### config.mk
export PLATFORM = sky130hd
export DESIGN_NAME = lcd_st_channel_adapter_flat
export DESIGN_NICKNAME = d
export VERILOG_FILES = /design/src/rtl/lcd_st_pkg.sv /design/src/rtl/lcd_st_channel_adapter_if.sv /design/src/rtl/lcd_st_skid_buffer.sv /design/src/rtl/lcd_st_channel_adapter.sv /design/src/flat_wrapper.sv
export SDC_FILE = /design/constraint.sdc
export NUM_CORES = 1
export LEC_CHECK = 0
export ABC_AREA = 1
export CAP_MARGIN = 20
export CORE_ASPECT_RATIO = 1.5
export CORE_MARGIN = 10
export CORE_UTILIZATION = 50
export DETAILED_ROUTE_END_ITERATION = 8
export PLACE_DENSITY = 0.75
export SETUP_SLACK_MARGIN = 0.15
export SYNTH_ARGS = -nofsm -noshare
export SYNTH_HDL_FRONTEND = slang
export SYNTH_HIERARCHICAL = 1
export SYNTH_SLANG_ARGS = --single-unit
### constraint.sdc
create_clock -name clk -period 3.7 [get_ports clk]
set_input_delay 0.925 -clock clk [delete_from_list [all_inputs] [get_ports clk]]
set_output_delay 0.925 -clock clk [all_outputs]
set_load 0.1 [all_outputs]
### src/rtl/lcd_st_pkg.sv
// Shared types and constants for the LCD Avalon-ST channel adapter.
package lcd_st_pkg;

    typedef enum logic [1:0] {
        ST_IDLE = 2'd0,
        ST_PASS = 2'd1,
        ST_DROP = 2'd2
    } adapter_state_e;

    typedef struct packed {
        logic sop;
        logic eop;
    } st_frame_t;

    localparam int unsigned SKID_DEPTH = 2;

    // Packed beat layout is {data, channel, frame}.
    function automatic int unsigned beat_width(input int unsigned data_w, input int unsigned ch_w);
        return data_w + ch_w + $bits(st_frame_t);
    endfunction

endpackage

### src/rtl/lcd_st_channel_adapter_if.sv
// Avalon-ST channelised link with ready/valid handshake and packet framing.
interface lcd_st_channel_adapter_if #(
    parameter int unsigned DATA_W = 8,
    parameter int unsigned CH_W   = 8
);
    logic              ready;
    logic              valid;
    logic [DATA_W-1:0] data;
    logic [CH_W-1:0]   channel;
    logic              sop;
    logic              eop;

    modport master (output valid, output data, output channel, output sop, output eop, input  ready);
    modport slave  (input  valid, input  data, input  channel, input  sop, input  eop, output ready);
endinterface

### src/rtl/lcd_st_skid_buffer.sv
// Two-entry ready/valid register slice; in_ready is registered and never
// depends combinationally on out_ready.
module lcd_st_skid_buffer
    import lcd_st_pkg::*;
#(
    parameter int unsigned WIDTH = 8
) (
    input  logic             clk,
    input  logic             reset_n,
    input  logic             in_valid,
    output logic             in_ready,
    input  logic [WIDTH-1:0] in_data,
    output logic             out_valid,
    input  logic             out_ready,
    output logic [WIDTH-1:0] out_data
);

    logic [WIDTH-1:0]      ent_q [SKID_DEPTH];
    logic [WIDTH-1:0]      ent_d [SKID_DEPTH];
    logic [SKID_DEPTH-1:0] vld_q;
    logic [SKID_DEPTH-1:0] vld_d;
    logic                  push;
    logic                  pop;

    assign push      = in_valid && in_ready;
    assign pop       = vld_q[0] && out_ready;
    assign out_valid = vld_q[0];
    assign out_data  = ent_q[0];

    // Entry 0 is the head presented downstream; entry 1 absorbs the in-flight beat.
    always_comb begin
        ent_d = ent_q;
        vld_d = vld_q;
        if (pop) begin
            ent_d[0] = ent_q[1];
            vld_d    = vld_q >> 1;
        end
        if (push) begin
            if (!vld_d[0]) begin
                ent_d[0] = in_data;
                vld_d[0] = 1'b1;
            end else begin
                ent_d[1] = in_data;
                vld_d[1] = 1'b1;
            end
        end
    end

    always_ff @(posedge clk or negedge reset_n) begin
        if (!reset_n) begin
            for (int i = 0; i < int'(SKID_DEPTH); i++) begin
                ent_q[i] <= '0;
            end
            vld_q    <= '0;
            in_ready <= 1'b0;
        end else begin
            ent_q    <= ent_d;
            vld_q    <= vld_d;
            in_ready <= !vld_d[SKID_DEPTH-1];
        end
    end

endmodule

### src/rtl/lcd_st_channel_adapter.sv
// Rebases channel numbers, discards whole packets outside the sink's channel
// range, counts discards, and registers the result through a skid buffer.
module lcd_st_channel_adapter
    import lcd_st_pkg::*;
#(
    parameter int unsigned DATA_W   = 8,
    parameter int unsigned IN_CH_W  = 8,
    parameter int unsigned OUT_CH_W = 1,
    parameter int unsigned CH_BASE  = 0,
    parameter int unsigned MAX_CH   = 0,
    parameter int unsigned CNT_W    = 16
) (
    input  logic                     clk,
    input  logic                     reset_n,
    lcd_st_channel_adapter_if.slave  in_st,
    lcd_st_channel_adapter_if.master out_st,
    output logic [CNT_W-1:0]         drop_count,
    input  logic                     drop_clear
);

    localparam int unsigned RANGE_W = 33;
    localparam int unsigned BEAT_W  = beat_width(DATA_W, OUT_CH_W);

    adapter_state_e      state_q;
    adapter_state_e      state_d;
    logic [OUT_CH_W-1:0] pkt_ch_q;
    logic [OUT_CH_W-1:0] pkt_ch_d;

    logic [IN_CH_W-1:0]  in_ch;
    logic [RANGE_W-1:0]  ch_diff;
    logic                in_range;
    logic [OUT_CH_W-1:0] ch_rebased;
    logic                accept;
    logic                pass_beat;
    logic                drop_inc;
    logic [OUT_CH_W-1:0] beat_ch;

    st_frame_t           in_frame;
    st_frame_t           out_frame;
    logic [BEAT_W-1:0]   buf_in;
    logic [BEAT_W-1:0]   buf_out;
    logic                buf_in_ready;
    logic                buf_out_valid;

    // Widened subtraction: a borrow means the channel is below the base.
    assign in_ch      = in_st.channel;
    assign ch_diff    = RANGE_W'(in_ch) - RANGE_W'(CH_BASE);
    assign in_range   = !ch_diff[RANGE_W-1] && (ch_diff[RANGE_W-2:0] <= (RANGE_W-1)'(MAX_CH));
    assign ch_rebased = OUT_CH_W'(ch_diff);
    assign accept     = in_st.valid && buf_in_ready;

    // SOP and orphan beats are judged on their own channel; packet bodies follow the SOP decision.
    always_comb begin
        state_d   = state_q;
        pkt_ch_d  = pkt_ch_q;
        pass_beat = 1'b0;
        drop_inc  = 1'b0;
        beat_ch   = ch_rebased;
        if (in_st.sop || state_q == ST_IDLE) begin
            pass_beat = in_range;
            drop_inc  = accept && !in_range;
        end else begin
            pass_beat = (state_q == ST_PASS);
            beat_ch   = pkt_ch_q;
        end
        if (accept) begin
            if (in_st.sop) begin
                pkt_ch_d = ch_rebased;
                if (in_st.eop) begin
                    state_d = ST_IDLE;
                end else begin
                    state_d = in_range ? ST_PASS : ST_DROP;
                end
            end else if (in_st.eop) begin
                state_d = ST_IDLE;
            end
        end
    end

    always_ff @(posedge clk or negedge reset_n) begin
        if (!reset_n) begin
            state_q  <= ST_IDLE;
            pkt_ch_q <= '0;
        end else begin
            state_q  <= state_d;
            pkt_ch_q <= pkt_ch_d;
        end
    end

    // Saturating drop counter; clear takes priority over a coincident drop.
    always_ff @(posedge clk or negedge reset_n) begin
        if (!reset_n) begin
            drop_count <= '0;
        end else if (drop_clear) begin
            drop_count <= '0;
        end else if (drop_inc && (drop_count != '1)) begin
            drop_count <= drop_count + CNT_W'(1);
        end
    end

    assign in_frame = '{sop: in_st.sop, eop: in_st.eop};
    assign buf_in   = {in_st.data, beat_ch, in_frame};

    lcd_st_skid_buffer #(
        .WIDTH (BEAT_W)
    ) u_skid (
        .clk       (clk),
        .reset_n   (reset_n),
        .in_valid  (in_st.valid && pass_beat),
        .in_ready  (buf_in_ready),
        .in_data   (buf_in),
        .out_valid (buf_out_valid),
        .out_ready (out_st.ready),
        .out_data  (buf_out)
    );

    assign in_st.ready  = buf_in_ready;
    assign out_st.valid = buf_out_valid;
    assign {out_st.data, out_st.channel, out_frame} = buf_out;
    assign out_st.sop   = out_frame.sop;
    assign out_st.eop   = out_frame.eop;

endmodule

### src/flat_wrapper.sv
// flat-port wrapper written by rule: the top's interface ports become plain ports
module lcd_st_channel_adapter_flat import lcd_st_pkg::*;
#(
    parameter int unsigned DATA_W   = 8,
    parameter int unsigned IN_CH_W  = 8,
    parameter int unsigned OUT_CH_W = 1,
    parameter int unsigned CH_BASE  = 0,
    parameter int unsigned MAX_CH   = 0,
    parameter int unsigned CNT_W    = 16
)
  (clk, reset_n, drop_count, drop_clear, in_st_valid, in_st_data, in_st_channel, in_st_sop, in_st_eop, in_st_ready, out_st_valid, out_st_data, out_st_channel, out_st_sop, out_st_eop, out_st_ready);
  lcd_st_channel_adapter_if #(.DATA_W(DATA_W), .CH_W(IN_CH_W)) in_st_i ();
  lcd_st_channel_adapter_if #(.DATA_W(DATA_W), .CH_W(OUT_CH_W)) out_st_i ();
  input  logic clk;
  input  logic reset_n;
  output logic [CNT_W-1:0] drop_count;
  input  logic drop_clear;
  input wire logic [$bits(in_st_i.valid)-1:0] in_st_valid;
  input wire logic [$bits(in_st_i.data)-1:0] in_st_data;
  input wire logic [$bits(in_st_i.channel)-1:0] in_st_channel;
  input wire logic [$bits(in_st_i.sop)-1:0] in_st_sop;
  input wire logic [$bits(in_st_i.eop)-1:0] in_st_eop;
  output wire logic [$bits(in_st_i.ready)-1:0] in_st_ready;
  output wire logic [$bits(out_st_i.valid)-1:0] out_st_valid;
  output wire logic [$bits(out_st_i.data)-1:0] out_st_data;
  output wire logic [$bits(out_st_i.channel)-1:0] out_st_channel;
  output wire logic [$bits(out_st_i.sop)-1:0] out_st_sop;
  output wire logic [$bits(out_st_i.eop)-1:0] out_st_eop;
  input wire logic [$bits(out_st_i.ready)-1:0] out_st_ready;
  assign in_st_i.valid = in_st_valid;
  assign in_st_i.data = in_st_data;
  assign in_st_i.channel = in_st_channel;
  assign in_st_i.sop = in_st_sop;
  assign in_st_i.eop = in_st_eop;
  assign in_st_ready = in_st_i.ready;
  assign out_st_valid = out_st_i.valid;
  assign out_st_data = out_st_i.data;
  assign out_st_channel = out_st_i.channel;
  assign out_st_sop = out_st_i.sop;
  assign out_st_eop = out_st_i.eop;
  assign out_st_i.ready = out_st_ready;
  lcd_st_channel_adapter #(.DATA_W(DATA_W), .IN_CH_W(IN_CH_W), .OUT_CH_W(OUT_CH_W), .CH_BASE(CH_BASE), .MAX_CH(MAX_CH), .CNT_W(CNT_W)) u_core (.clk(clk), .reset_n(reset_n), .in_st(in_st_i), .out_st(out_st_i), .drop_count(drop_count), .drop_clear(drop_clear));
endmodule
==> results of run 1 <==
-- area by class of cell --
cell class                      instances  area share [%]
Tap cell                               66            2.67
Clock buffer                            5            2.23
Sequential cell                        44            35.6
Inverter                               26            3.16
Clock inverter                          2            1.94
Multi-Input combinational cell        267            38.8
Timing Repair Buffer                   54            15.6
-- registers in the layout, summed over array words and instances, names as in the netlist --
name,flops
u_core/u_skid/out_data,11
u_core/drop_count,16
u_core/pkt_ch_q,1
u_core/u_skid/vld_q,2
u_core/u_skid/in_ready,1
u_core/u_skid/ent_q,11
u_core/state_q,2
-- worst max-delay path by stage --
| stage | startpoint | endpoint | cells after the start |
|---|---|---|---|
| global route | in_st_sop | u_core/u_skid/in_ready | 10 |
| global placement | in_st_sop | u_core/u_skid/in_ready | 10 |
| finish | u_core/u_skid/out_data[5] | out_st_data[2] | 1 |
| floorplan | u_core/drop_count[0] | u_core/drop_count[15] | 10 |
| CTS | u_core/u_skid/out_data[10] | out_st_data[7] | 1 |
| detailed placement | in_st_sop | u_core/u_skid/in_ready | 10 |
-- routing by layer --
layer / wire length, microns / vias to the layer above / track usage, %
met3: 372 / 10 / 4.52
li1: - / 1203 / -
met2: 3250 / 61 / 27.9
met5: 0 / - / 0
met1: 2390 / 1091 / 14.9
met4: 108 / 0 / 6.30
-- power groups by stage --
stage	sequential [mW]	combinational [mW]	clock (mW)
2_1_floorplan	0.532	0.103	0
3_3_place_gp	0.510	0.178	0
3_5_place_dp	0.510	0.179	0
4_1_cts	0.501	0.180	0.438
5_1_grt	0.502	0.191	0.459
6_report	0.501	0.177	0.424
-- synth_stat cells, drive strengths merged --
| library cell | n | share of area, % |
|---|---|---|
| a21oi | 2 | 0.39 |
| nor3b | 1 | 0.29 |
| buf | 25 | 6.6 |
| o21bai | 1 | 0.29 |
| nand2 | 163 | 24 |
| clkbuf | 1 | 0.15 |
| or2 | 1 | 0.24 |
| dfrtp | 44 | 43 |
| nor2 | 31 | 6.1 |
| nand3 | 38 | 7.4 |
| nand3b | 1 | 0.29 |
| xor2 | 3 | 1.0 |
| ha | 1 | 0.49 |
| o21ai | 6 | 1.2 |
| inv | 26 | 3.8 |
| nand4 | 19 | 4.6 |
-- cell families (layout without fill, tap and decap cells) --
logic type | count (synthesis) | after routing | share of synthesized area, %
AOI/OAI and AO/OA | 9 | 9 | 1.85
xor gates and xnor gates | 3 | 3 | 1.02
DFF | 44 | 44 | 42.8
buffers and inverters | 52 | 87 | 10.5
adders and majority gates | 1 | 1 | 0.487
and+or+nand+nor | 254 | 254 | 43.3
==> out/metrics.cfg, run 1 <==
[timing]
hold_viol=0
holdWs_ps=480
fin_worst_skew_ps=9.91
period_needed_ps=2720
post-route-period-util_pct=73.5
rsz0062_at_grt=false
clock.fmax_mhz=368
slew-limit-headroom_pct=34.7
setup_viol=0
slew_viol_final=0
finalSetupTns_ps=0
tightest_slew_ps=977
layout_setup_ws_ps=982

[clock_network]
h-tree-depth=2
hold_buffers=0
clkSlewWorstSetupHoldPaths_ps=80
clk-insertion-delay-late_ps=300
cts_resized=0
clock_path_buffers=2
cts_tree=done
cts_buffers=5
cts_num_sinks=44
clockRootBuffer=clkbuf_8
cts_setup_buffers=0

[yosys]
ys_seq_elements=44
syn_area_per_cell_sq_um=7.08
yosysWarnings=6
synth.distinct_cells=23
synth_area_sq_um=2570
synth_cells=363
synth_nets=387
synth.yosys.seq_area_share_pct=42.8

[layout]
layout_common_cells=nand2_1, dfrtp_1, nand3_1, clkdlybuf4s50_1, nor2_1
multi_input_area_sq_um=1200
fillCellCount=495
syn2layout_area_growth_pct=20.3
final_cell_count_no_fill=464
regArea_sq_um=1100
final_common_cell=nand2_1
final_area_sq_um=3090
final_util_pct=63.3
diodes=0
layout-drive-gt1-share_pct=10.3
nNetsFinal=422

[power_and_ir_drop]
combPwrFrac_pct=16.1
p_sw_mw=0.293
p_per_area_nw_per_um2=356
p_sw_share_pct=26.6
p_total_mw=1.10
seq_power_share_pct=45.4
clock_power_share_pct=38.5
ir_drop_v=0.000310
leakagePower_nw=1.65
p_int_mw=0.809

[critical_path]
crit_chain=clkdlybuf4s50_1
crit_buf_inv=1
crit_required_ps=2770
cp_slowest_stage_delay_ps=1140
worstPathArrival_ps=1790
cp-end-kind=primary output
timing.rr.start=u_core/drop_count[0]
reg2reg_depth=9
r2r-end=u_core/drop_count[10]
cp_slowest_cell=clkdlybuf4s50_1
cp-start-kind=flop
rrSetupSlack_ps=2010
crit_family=buffers and inverters
crit_type=reg2out
cp_max_fo=2

[drt]
vias=2365
drtIter0Drc=163
wirelength_microns=6120
postRouteAntennaNets=0
firstDrtPassIters=4
drc=0
drt-wirelength-per-cell_microns=13.2
viasPerCell=5.10

[grt]
grt_usage_pct=15.0
gr-total-overflow=0
grt_pass1_vias=2375
grt_max_degree=45
grt_antenna_before_repair=0
grt_pass1_wl_microns=10600

[floorplanning]
die_w_microns=78.5
rows=31
dieArea_sq_um=8470
core_area_sq_um=4890
fp.dieH_microns=108
io_pins=52
start_util_pct=52.6

[hold_path]
min-delay-start=u_core/u_skid/ent_q[2]
holdPathStages=2
hp-class=reg2reg
min_delay_worst_endpoint=u_core/u_skid/ent_q[2]

[placed_design]
io_buffers=51
placed_cells=457
dpl_cell_area_sq_um=2960
routabilityCongestion=0.931
dp_hpwl_microns=4610
pre_cts_ws_ps=934

[flow_run]
cap_violations=0

[outcome]
status=completed

Power figures use the tool's default switching activity.
==> run 2, diff against run 1 <==
Clock period 3.7 ns to 2.8 ns, I/O delays scaled along.
==> run 2 against run 1 <==
Critical path depth up 10; count of clock-buffer cells in the layout grew 1; die area did not move; register-to-register slack worse by 930 ps; sequential power grew 32%; combinational power grew 32%; cell area decreased by 0.40%; sequential share of layout area up 0.14 points; flip-flop and latch count did not move; non-clock buffer count increased by 3; cell count rose by 0.86%.
==> out/metrics.cfg, run 2 (same netlist as run 1, synthesis figures left out) <==
[critical_path]
crit_buf_inv=4  ; +3
reg2reg_depth=9  ; unchanged
crit_required_ps=3000  ; +230 ps
cp_slowest_cell=clkdlybuf4s50_1
rrSetupSlack_ps=1080  ; -930 ps
crit_family=buffers and inverters
crit_type=in2reg
r2r-end=u_core/drop_count[3]
timing.rr.start=u_core/drop_count[0]
cp-end-kind=flop
cp_max_fo=15  ; +13
cp_slowest_stage_delay_ps=530  ; -610 ps
cp-start-kind=input pin
crit_top_cell=nand2_1
worstPathArrival_ps=2390  ; +600 ps
crit_chain=clkdlybuf4s50_1 -> inv_1 -> nand2_1 -> nand2_1 -> a21oi_1 -> nand2_1 -> inv_1 -> buf_4 -> nand2_1 -> nand2_1 -> nand2_1

[timing]
hold_viol=0  ; unchanged
fin_worst_skew_ps=12.2  ; +2.25 ps
rsz0062_at_grt=false
slew_viol_final=0  ; unchanged
clock.fmax_mhz=455
period_needed_ps=2200
tightest_slew_ps=573  ; -404 ps
slew-limit-headroom_pct=61.8  ; +27 points
setup_viol=0  ; unchanged
post-route-period-util_pct=78.4
finalSetupTns_ps=0  ; unchanged

[floorplanning]
io_pins=52  ; unchanged
core_area_sq_um=4890  ; unchanged
dieArea_sq_um=8470  ; unchanged
fp.dieH_microns=108  ; unchanged
rows=31  ; unchanged
die_w_microns=78.5  ; unchanged
start_util_pct=52.6  ; unchanged

[hold_path]
hp-class=in2async

[drt]
drt-wirelength-per-cell_microns=13.2  ; about the same
drc=0  ; unchanged
wirelength_microns=6170  ; +0.78%
drtIter0Drc=96  ; -41%
firstDrtPassIters=4  ; unchanged
viasPerCell=5.01  ; -1.6%
vias=2347  ; -0.76%
postRouteAntennaNets=0  ; unchanged

[layout]
diodes=0  ; unchanged
final_area_sq_um=3080  ; -0.40%
largest_reg_flops=16  ; unchanged
syn2layout_area_growth_pct=19.8
layout-drive-gt1-share_pct=13.9  ; +3.6 points
largest-register=u_core/drop_count
fillCellCount=451  ; -8.9%
nNetsFinal=425  ; +0.71%
layout_common_cells=nand2_1, dfrtp_1, nand3_1, buf_4, nor2_1
final_common_cell=nand2_1
multi_input_area_sq_um=1200  ; unchanged
regArea_sq_um=1100  ; unchanged

[clock_network]
cts_tree=done
clk-insertion-delay-late_ps=300  ; about the same
cts_resized=0  ; unchanged
clock_path_buffers=2  ; unchanged
cts_buffers=5  ; unchanged
cts_setup_buffers=0  ; unchanged
h-tree-depth=2  ; unchanged
cts_num_sinks=44  ; unchanged
hold_buffers=0  ; unchanged
clkSlewWorstSetupHoldPaths_ps=90  ; about the same
clockRootBuffer=clkbuf_8

[power_and_ir_drop]
ir_drop_v=0.000300  ; -3.2%
leakagePower_nw=1.68  ; +2.1%
p_per_area_nw_per_um2=459  ; +29%

[placed_design]
dp_hpwl_microns=4780  ; +3.7%
dpl_cell_area_sq_um=2960  ; -0.17%
io_buffers=51  ; unchanged
routabilityCongestion=0.901  ; -3.2%

[grt]
grt_usage_pct=15.1  ; +0.058 points
gr-total-overflow=0  ; unchanged
grt_max_degree=27  ; -40%
grt_pass1_wl_microns=10600  ; +0.19%
grt_pass1_vias=2326  ; -2.1%
grt_antenna_before_repair=0  ; unchanged

[outcome]
status=completed

[flow_run]
cap_violations=0  ; unchanged

-- run 2: worst max path at each step --
| stage | start | endpoint | slack (ps) | cells after the start |
|---|---|---|---|---|
| 2_1_floorplan | u_core/drop_count[0] | u_core/drop_count[15] | 560 | 10 |
| 3_3_place_gp | in_st_channel[0] | u_core/u_skid/out_data[5] | 340 | 12 |
| 3_5_place_dp | in_st_channel[0] | u_core/u_skid/out_data[0] | 300 | 12 |
| 4_1_cts | in_st_sop | u_core/u_skid/out_data[0] | 620 | 11 |
| 5_1_grt | in_st_sop | u_core/u_skid/out_data[8] | 410 | 11 |
| 6_report | in_st_sop | u_core/u_skid/out_data[0] | 600 | 11 |
-- run 2: report_power, final --
group          internal [mW]  switching [mW]  total (mW)
clock                  0.292           0.227       0.518
combinational         0.0655           0.168       0.234
sequential             0.651          0.0114       0.662
total                   1.01           0.406        1.41
-- run 2: final cells by class --
| cell class | count | area share, % |
|---|---|---|
| multi-input combinational | 267 | 38.9 |
| clock inverter | 2 | 1.26 |
| inverter | 26 | 3.17 |
| timing repair buffer | 57 | 15.5 |
| sequential | 44 | 35.8 |
| clock buffer | 6 | 2.68 |
| tap | 66 | 2.68 |
-- run 2: per-layer routing --
layer	track usage, %	part of all wire (%)	vias up
met3	3.43	5.2	5
met4	5.78	1.4	0
li1	-	-	1215
met5	0	0	-
met2	27.7	54	59
met1	16.1	40	1068
-- run 2: metrics by stage --
stage / hold slack (ps) / total power [mW] / worst slack [ps] / util (%) / std cells
floorplan: 404 / 0.839 / 565 / - / 363
global placement: 455 / 0.908 / 344 / 60.5 / 460
detailed placement: 460 / 0.910 / 301 / 60.5 / 460
CTS: 400 / 1.43 / 620 / 63.0 / 468
global route: 437 / 1.47 / 413 / 63.0 / 468
finish: 384 / 1.41 / 604 / 63.0 / 468
